--- src/rtl/packer.sv ---
// Nibble packer: gathers 4..24-bit MSB-aligned fields into a 64-bit buffer and
// emits 32-bit words MSB-first, with a flush that drains a zero-padded last word.
module packer (
    input  logic        clk,
    input  logic        reset_n,
    input  logic [23:0] encPackData,
    input  logic        encPush4,
    input  logic        encPush8,
    input  logic        encPush12,
    input  logic        encPush16,
    input  logic        encPush20,
    input  logic        encPush24,
    input  logic        encFlush,
    output logic        encPackRdy,
    output logic [31:0] aes_ctxt,
    output logic        aes_ctxt_vld,
    input  logic        aes_ctxt_rdy,
    output logic        aes_ctxt_last,
    output logic        flushDone
);

    logic [63:0] packBuf, packBufNext;
    logic [4:0]  cnt, cntNext;
    logic        flushPend, flushPendNext;
    logic        flushDoneNext;

    logic [2:0]  pushLen;
    logic        inXfer, outXfer, flushClr;
    logic [4:0]  baseCnt;
    logic [63:0] shifted, fieldPos;
    logic [23:0] fieldMask;

    always_comb begin
        if      (encPush24) pushLen = 3'd6;
        else if (encPush20) pushLen = 3'd5;
        else if (encPush16) pushLen = 3'd4;
        else if (encPush12) pushLen = 3'd3;
        else if (encPush8)  pushLen = 3'd2;
        else if (encPush4)  pushLen = 3'd1;
        else                pushLen = 3'd0;
    end

    // Both sides are valid/ready: a transfer happens on a rising edge where the
    // sender's valid and the receiver's ready are both high. All valids and
    // readys driven by this block come from registers only, so there is no
    // combinational path from aes_ctxt_rdy to encPackRdy.
    assign encPackRdy    = !flushPend && (cnt <= 5'd10);
    assign aes_ctxt      = packBuf[63:32];
    assign aes_ctxt_vld  = (cnt >= 5'd8) || (flushPend && (cnt != 5'd0));
    assign aes_ctxt_last = flushPend && (cnt != 5'd0) && (cnt <= 5'd8);

    assign inXfer   = encPackRdy && ((pushLen != 3'd0) || encFlush);
    assign outXfer  = aes_ctxt_vld && aes_ctxt_rdy;
    assign flushClr = flushPend && ((outXfer && aes_ctxt_last) || (cnt == 5'd0));

    // Pop first, then land the push at the post-shift fill level.
    always_comb begin
        shifted = packBuf;
        baseCnt = cnt;
        if (outXfer) begin
            shifted = {packBuf[31:0], 32'd0};
            baseCnt = (cnt >= 5'd8) ? (cnt - 5'd8) : 5'd0;
        end
        fieldMask = ~(24'hFFFFFF >> {pushLen, 2'b00});
        fieldPos  = {encPackData & fieldMask, 40'd0} >> {baseCnt, 2'b00};

        packBufNext = shifted;
        cntNext     = baseCnt;
        if (inXfer) begin
            packBufNext = shifted | fieldPos;
            cntNext     = baseCnt + {2'b00, pushLen};
        end
    end

    always_comb begin
        flushPendNext = flushPend;
        if (inXfer && encFlush)
            flushPendNext = 1'b1;
        else if (flushClr)
            flushPendNext = 1'b0;
        flushDoneNext = flushClr;
    end

    always_ff @(posedge clk or negedge reset_n) begin
        if (!reset_n) begin
            packBuf   <= 64'd0;
            cnt       <= 5'd0;
            flushPend <= 1'b0;
            flushDone <= 1'b0;
        end else begin
            packBuf   <= packBufNext;
            cnt       <= cntNext;
            flushPend <= flushPendNext;
            flushDone <= flushDoneNext;
        end
    end

endmodule
--- config.mk ---
export PLATFORM = sky130hd
export DESIGN_NAME = packer
export DESIGN_NICKNAME = d
export VERILOG_FILES = /design/src/rtl/packer.sv
export SDC_FILE = /design/constraint.sdc
export NUM_CORES = 1
export LEC_CHECK = 0
export CELL_PAD_IN_SITES_DETAIL_PLACEMENT = 1
export CELL_PAD_IN_SITES_GLOBAL_PLACEMENT = 2
export CORE_ASPECT_RATIO = 1.1
export CORE_MARGIN = 2
export CORE_UTILIZATION = 36
export CTS_CLUSTER_DIAMETER = 30
export CTS_CLUSTER_SIZE = 28
export DETAILED_ROUTE_END_ITERATION = 12
export MAX_ROUTING_LAYER = met4
export PLACE_DENSITY = 0.88
export SETUP_SLACK_MARGIN = 0.02
export SLEW_MARGIN = 30
export SYNTH_ARGS = -nofsm -noshare
export SYNTH_HDL_FRONTEND = slang
export SYNTH_SLANG_ARGS = --single-unit
--- constraint.sdc ---
create_clock -name clk -period 8.5 [get_ports clk]
set_clock_uncertainty 0.05 [all_clocks]
set_input_delay 1.7 -clock clk [delete_from_list [all_inputs] [get_ports clk]]
set_output_delay 1.7 -clock clk [all_outputs]
set_load 0.005 [all_outputs]
==> results.md <==
* Routed wire length at 18.12 mm
* CP Data Arrival Time at 4.97 ns
* Syn Nets at 609
* Die area at 14850 µm²
* Layout net count at 625
* Slew headroom at 38.79%
* Post-Syn Area at 5000 µm²
* Final setup violation count at 0
* Slew @ Worst Pin at 0.9163 ns
* Period utilization at 56.09%
* CP Class: input pin to flip-flop
* Clk_lat worst skew at 0.33 ns
* First drt pass iteration count at 5
* GR Overflow Total at 0
* Placer Congestion at 0.9666
* Dpl hpwl at 13.35 mm
* Synthesized flop and latch total at 71
* Syn Area/Cell at 8.787 µm²
* RSZ-0062 raised after global routing: false
* Netlist cell types at 67
* Startpoint types: input pin
* Global-route wire length before repair at 28.48 mm
* CTS buffer count at 9
* Area growth syn-to-layout at 16.19%
* Vias in the first global route at 4981
* Tot GR Track Use at 26.04%
* Slew Viols, Final at 0
* Row cnt at 45
* Max IR drop VDD at 257.5 µV
* Crit path required time at 8.70 ns
* Crit end category: flip-flop
* CTS tree: built
* Post-CTS sizing at 0
* Share of layout cells above drive strength 1 at 7.679%
* Mapped Cells at 569
* Asr flop ratio synth at 100.0%
* Final ANT Viol Nets at 0
* Placed cell area at 5565 µm²
* DRC viols at 0
* H-tree levels at 3
* Fmax at 0.2097 GHz
* Avg Vias per Cell at 6.099
* CP Max Fanout at 18
* Num ports at 70
* 1st-iter DRT viols at 351
* Routed length per instance at 23.41 µm
* # port buffers at 69
* DP Cell Count at 762
* Hold-fix buffers, CTS at 0
* Total power after layout at 2201 µW
* Clock sink count at 71
* Die Height at 127.6 µm
* Initial Util at 36.54%
* Setup TNS at 0 ns
* CTS Root Cell: clkbuf_16
* Outcome: finished clean
* Most used DFF post-synth: dfrtp_1
* Pleak at 0.002327 µW
* Post-synth EDFFs at 0
* Postcts setup bufs at 0
* Diode count at 0
* P per Cell Area at 378.9 nW/µm²
* Min Tclk post-route at 4.768 ns
* Hold Violations, Final at 0
* Max cap viols at 0
* Synth Warn # at 0
* Worst-path clk slew at 0.06 ns
* Post-synthesis sequential area ratio at 35.54%
* Largest net degree at the start of global routing at 72
* Routed vias at 4721
* Clk buf depth at 2
* Die W at 116.4 µm
* Core area at 13680 µm²
* Fin cells at 774
* Cell area after layout at 5809 µm²
* Initial antenna violation count at 0
* Min-delay worst type: flip-flop to flip-flop
[worst paths after layout]
path | startpoint | end | slack, ns | cells after the start
max in group asynchronous | reset_n | packBuf[52] | 6.49 | 2
worst max register to register | cnt[2] | packBuf[44] | 4.82 | 6
worst min-delay path | packBuf[20] | packBuf[20] | 0.44 | 2
min in group asynchronous | reset_n | packBuf[33] | 1.42 | 2
worst min register to register | packBuf[20] | packBuf[20] | 0.44 | 2
worst max-delay path | aes_ctxt_rdy | cnt[4] | 3.73 | 11
[report_power, final]
part | total (µW) | switching (µW) | leakage [µW] | internal, µW
clock | 326 | 137 | 0.000123 | 189
sequential | 606 | 118 | 0.000923 | 488
combinational | 1270 | 751 | 0.00128 | 519
[cells by family (layout without fill, tap and decap cells)]
family,Yosys count,after routing,share of synthesized area (%)
flops,71,71,35.54
compound gates,185,185,28.28
simple gates,192,192,19.07
xor+xnor,3,3,0.5256
mux,25,25,5.055
buf+inv,87,104,9.885
fa+ha+maj,6,6,1.652
[state kept, by name (all words and copies together) (netlist names)]
register   count
flushPend      1
packBuf       64
cnt            5
flushDone      1
[layout by cell type (no fill, tap or decap), types with 5 or more instances in the layout]
cell type,synthesis,layout
a211oi_1,7,6
a21oi_1,11,11
a221o_1,5,5
a22o_1,5,5
a22oi_1,5,5
a31oi_1,10,10
a32o_1,14,14
buf_4,34,6
clkbuf_16,0,9
clkdlybuf4s50_1,0,68
dfrtp_1,71,71
ha_1,5,5
inv_1,15,15
mux2i_1,23,23
nand2_1,61,61
nand3_1,15,15
nand4_1,14,14
nor2_1,54,54
nor3_1,9,7
o211a_1,5,5
o211ai_1,16,16
o21ai_0,24,24
o21ai_1,6,5
o221ai_1,22,22
o22ai_1,16,16
or3_1,11,11
[layer usage]
metal | GRT usage (%) | vias up | part of all wire [%]
met5 | - | - | 0
met4 | 7.703 | 0 | 2.3
met3 | 4.222 | 27 | 5.0
met2 | 39.77 | 158 | 47
met1 | 35.59 | 2373 | 46
li1 | - | 2163 | -
[layout make-up]
type	count	area, µm²
Fill cell	1575	7873
Sequential cell	71	1777
Clock inverter	3	15.01
Timing Repair Buffer	76	742.0
Multi-Input combinational cell	411	2755
Inverter	16	60.06
Clock buffer	9	225.2
Tap cell	188	235.2
[critical path, stage by stage]
cell and delay, ns:
clkdlybuf4s50_1 0.64, nand3_2 0.45, nand2_1 0.37, inv_1 0.48, ha_1 0.25, inv_1 0.07, fa_1 0.45, inv_1 0.07
a21oi_1 0.07, nor3b_1 0.23, xor2_1 0.18
[synth_stat cells, types with 3 or more instances]
cell type	instances	area [µm²]
dfrtp_1	71	1777
o31ai_1	4	30.03
ha_1	5	62.56
nand4b_1	3	26.28
a2bb2oi_1	4	35.03
nor2b_1	3	18.77
nand4_1	14	87.58
nor3_1	9	45.04
nand3_1	15	75.07
o211ai_1	16	120.1
o21a_1	4	30.03
buf_4	34	255.2
a221o_1	5	50.05
a22o_1	5	43.79
a32o_1	14	140.1
buf_1	3	11.26
a22oi_1	5	37.54
or2_2	4	25.02
mux2i_1	23	230.2
a221oi_1	4	35.03
o21ai_1	6	30.03
a21oi_1	11	55.05
o22ai_1	16	100.1
buf_2	20	100.1
o2bb2ai_1	4	35.03
a31oi_1	10	62.56
inv_1	15	56.30
o31a_1	4	35.03
or3_1	11	68.82
o211a_1	5	50.05
o21ai_0	24	120.1
o221ai_1	22	192.7
a211o_1	4	35.03
clkbuf_1	12	45.04
a211oi_1	7	52.55
nand2_1	61	229.0
nor2_1	54	202.7
[per-stage QoR]
stage	utilization, %	setup WS [ns]	hold slack [ns]
CTS	42.43	3.812	0.4390
global placement	40.60	3.554	0.4194
finish	42.46	3.732	0.4361
global route	42.46	3.529	0.4578
floorplan	-	4.548	0.4056
detailed placement	40.68	3.444	0.4238
No activity file was read; power rests on OpenSTA's default activity.
